**config.mk**
```make
export PLATFORM = sky130hd
export DESIGN_NAME = multi_byte_serial_add_sub
export DESIGN_NICKNAME = d
export VERILOG_FILES = /design/src/rtl/multi_byte_serial_add_sub.sv
export SDC_FILE = /design/constraint.sdc
export NUM_CORES = 1
export LEC_CHECK = 0
export ABC_CLOCK_PERIOD_IN_PS = 7200
export BUFFER_PORTS_ARGS = -buffer_cell sky130_fd_sc_hd__buf_4
export CAP_MARGIN = 20
export CORE_ASPECT_RATIO = 2
export CORE_UTILIZATION = 45
export CTS_CLUSTER_SIZE = 40
export DETAILED_ROUTE_END_ITERATION = 8
export GPL_TIMING_DRIVEN = 1
export PLACE_DENSITY_LB_ADDON = 0.08
export SLEW_MARGIN = 20
export SYNTH_ARGS = -nofsm -noshare
export SYNTH_HDL_FRONTEND = slang
export SYNTH_SLANG_ARGS = --single-unit
```
**constraint.sdc**
```tcl
create_clock -name clk -period 7.2 [get_ports clk]
set_clock_uncertainty 0.1 [all_clocks]
set_input_delay 0.72 -clock clk [delete_from_list [all_inputs] [get_ports clk]]
set_output_delay 0.72 -clock clk [all_outputs]
set_load 0.01 [all_outputs]
```
**src/rtl/multi_byte_serial_add_sub.sv**
```systemverilog
// rtl/multi_byte_serial_add_sub.sv - byte-serial adder/subtractor with ready/valid handshake
module multi_byte_serial_add_sub #(
    parameter int NBYTES = 2
) (
    input  logic                clk,
    input  logic                rst_n,
    input  logic                in_valid,
    output logic                in_ready,
    input  logic [8*NBYTES-1:0] A,
    input  logic [8*NBYTES-1:0] B,
    input  logic                sub,
    output logic                out_valid,
    input  logic                out_ready,
    output logic [8*NBYTES-1:0] result,
    output logic                carry_out,
    output logic                zero,
    output logic                negative,
    output logic                overflow
);

    localparam int W  = 8 * NBYTES;
    localparam int IW = (NBYTES > 1) ? $clog2(NBYTES) : 1;

    typedef enum logic [1:0] {
        IDLE = 2'd0,
        RUN  = 2'd1,
        DONE = 2'd2
    } state_t;

    state_t         state;
    state_t         state_nxt;

    logic [W-1:0]   a_reg;
    logic [W-1:0]   b_reg;
    logic           sub_reg;
    logic [IW-1:0]  idx;
    logic           carry;
    logic [W-1:0]   result_reg;
    logic           carry_out_reg;
    logic           overflow_reg;

    logic           accept;
    logic           last_byte;
    logic [IW+2:0]  byte_shift;
    logic [W-1:0]   a_shifted;
    logic [W-1:0]   b_shifted;
    logic [7:0]     a_byte;
    logic [7:0]     b_byte;
    logic [8:0]     byte_sum;
    logic [7:0]     low7_sum;
    logic [W-1:0]   byte_mask;
    logic [W-1:0]   byte_insert;

    assign accept    = in_valid && (state == IDLE);
    assign last_byte = (idx == IW'(NBYTES - 1));

    // Select the current byte lane and form its 8-bit sum; B is inverted for subtraction
    always_comb begin
        byte_shift  = {idx, 3'b000};
        a_shifted   = a_reg >> byte_shift;
        b_shifted   = b_reg >> byte_shift;
        a_byte      = a_shifted[7:0];
        b_byte      = b_shifted[7:0] ^ {8{sub_reg}};
        byte_sum    = {1'b0, a_byte} + {1'b0, b_byte} + {8'b0, carry};
        // bit 7 of the low-7-bit sum is the carry into the byte's sign bit
        low7_sum    = {1'b0, a_byte[6:0]} + {1'b0, b_byte[6:0]} + {7'b0, carry};
        byte_mask   = W'(8'hFF) << byte_shift;
        byte_insert = W'(byte_sum[7:0]) << byte_shift;
    end

    // FSM state register
    always_ff @(posedge clk or negedge rst_n) begin
        if (!rst_n) begin
            state <= IDLE;
        end else begin
            state <= state_nxt;
        end
    end

    // FSM next-state and handshake outputs
    always_comb begin
        state_nxt = state;
        in_ready  = 1'b0;
        out_valid = 1'b0;
        case (state)
            IDLE: begin
                in_ready = 1'b1;
                if (in_valid) begin
                    state_nxt = RUN;
                end
            end
            RUN: begin
                if (last_byte) begin
                    state_nxt = DONE;
                end
            end
            DONE: begin
                out_valid = 1'b1;
                if (out_ready) begin
                    state_nxt = IDLE;
                end
            end
            default: begin
                state_nxt = IDLE;
            end
        endcase
    end

    // Operand capture on acceptance, then one byte per cycle into the result register
    always_ff @(posedge clk or negedge rst_n) begin
        if (!rst_n) begin
            a_reg         <= '0;
            b_reg         <= '0;
            sub_reg       <= 1'b0;
            idx           <= '0;
            carry         <= 1'b0;
            result_reg    <= '0;
            carry_out_reg <= 1'b0;
            overflow_reg  <= 1'b0;
        end else if (accept) begin
            a_reg   <= A;
            b_reg   <= B;
            sub_reg <= sub;
            idx     <= '0;
            carry   <= sub;
        end else if (state == RUN) begin
            result_reg <= (result_reg & ~byte_mask) | byte_insert;
            carry      <= byte_sum[8];
            idx        <= idx + 1'b1;
            if (last_byte) begin
                carry_out_reg <= byte_sum[8];
                overflow_reg  <= low7_sum[7] ^ byte_sum[8];
            end
        end
    end

    assign result    = result_reg;
    assign carry_out = carry_out_reg;
    assign overflow  = overflow_reg;
    assign zero      = (result_reg == '0);
    assign negative  = result_reg[W-1];

endmodule

```
[Yosys cells after proc, flatten, opt, wreduce, memory -nomap -nowiden]
Cells that the tools add are included.
Operators by class
  bitwise logic cells: 6
  multiplexer cells: 10
  eq/ne operators: 5
  add/subtract/negate cells: 5
  reductions and logical operators: 7
  shift-type cells: 4
Operator list (number)
  $shr A16 B4 Y8: 2
  $and A16 B16 Y16: 1
  $logic_not A16 Y1: 1
  $not A16 Y16: 1
  $or A16 B16 Y16: 1
  $shl A8 B4 Y16: 1
  $shl A8 B4 Y16 const A: 1
  $add A8 B8 Y9: 1
  $add A9 B1 Y9: 1
  $add A7 B7 Y8: 1
  $add A8 B1 Y8: 1
  $xor A8 B8 Y8: 1
  $mux W1: 6
  $mux W2: 3
  $ne A2 B2 Y1 const B: 3
  $pmux W2 S3: 1
  $reduce_and A3 Y1: 2
  $eq A2 B1 Y1 const B: 1
  $eq A2 B2 Y1 const B: 1
  $logic_not A2 Y1: 1
  $reduce_and A2 Y1: 1
  $reduce_bool A2 Y1: 1
  $add A1 B1 Y1 const B: 1
  $logic_and A1 B1 Y1: 1
  2 further kinds: 2
Storage, ports and cells
  word-level logic and storage cells: 46
  bits of input ports: 37
  flip-flop bits (word level): 55
  output and inout bits: 22

[Depth between registers and ports, before layout]
  depth in word-level cells: 6
  mapped depth: 10
  gate-level depth less buffers: 9

[Worst setup path before layout]
No wires, ideal clock.
  kind: flip-flop to flip-flop
  from: register idx
  to: register (tool-made name)
  data required time: 7.005 ns
  setup time: 0.095 ns
  slack: 4.586 ns
  arrival time: 2.419 ns
  stages on the path, launching flop included: 11
  path buffers: 2
  path through: dfrtp_1 buf_2 buf_2 mux2i_1 fa_1 fa_1 nor2b_4 o31a_1 o21a_1 nor3_1 o31ai_1
RTL lines
  from (decl): RTL line 36  | logic [IW-1:0] idx;
  from (signal assigned): RTL line 129  | idx <= idx + 1'b1;

==> metrics.md <==
| Metric | Value |
|---|---|
| RSZ-0062 raised after global routing | no |
| Wl on met1 | 1870 um |
| Post_cts resized | 0 |
| Final setup viols | 0 |
| Crit path capture type | flop |
| Min Clock Period, post-route | 3.11 ns |
| Sequential standard cell area | 1380 um2 |
| Clock Sinks | 55 |
| Initial DRC Count | 28 |
| First-pass GRT wire length | 8520 um |
| DR pass1 iterations | 4 |
| Fin nets | 320 |
| Worst skew pair latency | 0.29 ns |
| Num ports | 59 |
| Tcrit/Tclk final | 43.1% |
| # hold bufs at CTS | 0 |
| Final WL | 4820 um |
| Root Driver | clkbuf_16 |
| Final Hold Fails | 0 |
| Core area | 5710 um2 |
| Mapped Nets | 265 |
| # fillers | 500 |
| RePlAce Congestion | 0.821 |
| Clock-pin slew on the worst setup and hold paths | 0.07 ns |
| H-tree levels | 2 |
| Vias in the first global route | 1,856 |
| Area of the die | 6300 um2 |
| Setup repair bufs after CTS | 0 |
| Post-route DRC violation count | 0 |
| Synth Instances | 219 |
| Worst Hold Class | input pin to asynchronous set/reset pin |
| CP arrival | 3.20 ns |
| Highest routed layer | met4 |
| Initial Util | 47.0% |
| Ranking of synthesized cells by area | dfrtp_1, mux2_2, mux2i_1, ha_1, nand2_1 |
| Worst path required time | 7.30 ns |
| Via count | 1,797 |
| Max Clk Rate | 0.322 GHz |
| Num CTS Buffers | 5 |
| Clk buf depth | 2 |
| Port bufs | 58 |
| GRT Util Overall | 17.4% |
| Syn_area_per_cell | 12.3 um2 |
| Yosys cell types | 32 |
| Worst-Margin Slew | 0.808 ns |
| Met2 WL post-DR | 2620 um |
| Startpoint Class | flop |
| Final ANT Viol Nets | 0 |
| Post-synth top area share | 51.3% |
| Die height | 111 um |
| Footprint of the multi-input gates | 1240 um2 |
| Layout cells sized above 1 | 39.1% |
| Final core utilization | 57.9% |
| Routed WL per cell | 14.4 um |
| MaxCap Viol Count | 0 |
| GR Overflow Total | 0 |
| TNS Setup | 0 ns |
| Row cnt | 39 |
| Syn Std Cell Area | 2680 um2 |
| Dpl hpwl | 3650 um |
| Yosys warning total | 0 |
| Final-report max-slew violation count | 0 |
| Initial antenna violation count | 0 |
| Synthesized flop and latch total | 55 |
| Pin count of the biggest net entering global routing | 56 |
| Area grow syn2layout | 23.3% |
| Die width | 56.6 um |
| Via density | 5.36 |
| Crit Path Category | flop to flop |
| Leading area contributor after synthesis | dfrtp_1 |
| Status | completed |
| Slew margin rel. | 46.1% |
| CTS tree | built |
| CP max FO | 19 |
| Sequential share of the synthesized area | 51.3% |
| Routed met3 length | 203 um |
| Ant diodes | 0 |
## area by class of cell
type | count | area share, %
flip-flops and latches | 55 | 41.6
multi-input cells | 149 | 37.4
repair buffers | 59 | 13.4
clock buffers | 6 | 3.90
well taps | 61 | 2.31
clock inverters | 1 | 0.908
inverters | 4 | 0.454
## kinds of logic after synthesis
logic type	synth area share [%]
DFF	51.3
and+or+nand+nor	7.51
xor gates and xnor gates	3.59
AOI/OAI and AO/OA	8.48
adders and majority gates	4.76
muxes	21.8
buffers and inverters	2.56
## critical path: stages (launching register included)
cell and delay (ns):
dfrtp_1 0.87, mux2i_1 0.30, xor2_1 0.11, fa_1 0.42, fa_1 0.45, nor2b_4 0.14
o31a_1 0.19, o21a_1 0.15, nor3_1 0.06, o31ai_1 0.22
## through the flow
stage / instance area, um2 / cells / hold slack (ns) / setup WS (ns)
6_report: 3310 / 335 / 0.366 / 4.09
5_1_grt: 3310 / 335 / 0.414 / 3.87
4_1_cts: 3310 / 335 / 0.392 / 4.07
3_5_place_dp: 3150 / 328 / 0.374 / 4.10
3_3_place_gp: 3150 / 328 / 0.371 / 4.16
2_1_floorplan: 2680 / 219 / 0.324 / 4.59
## routing by layer
layer  global-route usage (%)  vias to the layer above
met1                     20.0                      860
li1                         -                      881
met3                     4.43                       10
met2                     29.6                       46
met4                     7.80                        0
met5                        0                        -
## cells in the mapped netlist
| master | number |
|---|---|
| and3_1 | 1 |
| clkbuf_1 | 3 |
| ha_1 | 7 |
| a21o_1 | 2 |
| fa_1 | 2 |
| xor2_1 | 3 |
| and4_1 | 1 |
| dfrtp_1 | 55 |
| mux2i_1 | 9 |
| a21oi_1 | 3 |
| a22oi_1 | 1 |
| xnor2_1 | 8 |
| nor2b_4 | 1 |
| o21ai_0 | 11 |
| nor4_1 | 4 |
| o31a_1 | 2 |
| buf_4 | 1 |
| a221oi_2 | 1 |
| nand2b_1 | 4 |
| o21ai_1 | 4 |
| mux2_1 | 4 |
| o31ai_1 | 4 |
| nor2b_1 | 2 |
| o21a_1 | 6 |
| inv_1 | 4 |
| o21bai_1 | 1 |
| nor3_1 | 2 |
| buf_2 | 7 |
| nand2_1 | 20 |
| mux2_2 | 40 |
| nor2_1 | 5 |
| and2_1 | 1 |
## layout by cell type, fill, tap and decap left out, types with 3 or more instances in the layout
master	synthesis	routed
ha_1	7	7
mux2_2	40	40
mux2_1	4	4
dfrtp_1	55	55
nand2_1	20	20
inv_1	4	4
o21ai_1	4	4
a21oi_1	3	3
o21ai_0	11	11
xnor2_1	8	8
nor2_1	5	5
o21a_1	6	6
xor2_1	3	3
clkbuf_16	0	5
o31ai_1	4	4
nor4_1	4	4
nand2b_1	4	4
buf_4	1	59
mux2i_1	9	9
## worst paths after layout
check / from / to / slack, ns / depth (start not counted)
min in group clk: a_reg[14] / a_reg[14] / 0.38 / 1
max in group asynchronous: rst_n / a_reg[13] / 6.18 / 1
hold / removal: rst_n / asynchronous set/reset pin / 0.37 / 1
setup reg to reg: idx / flop / 4.09 / 9
hold reg to reg: a_reg[14] / a_reg[14] / 0.38 / 1
setup / recovery: idx / flop / 4.09 / 9
Power is left out: the tool's default activity adds up to more than one toggle a clock period on the data nets, which glitch-free logic cannot reach.
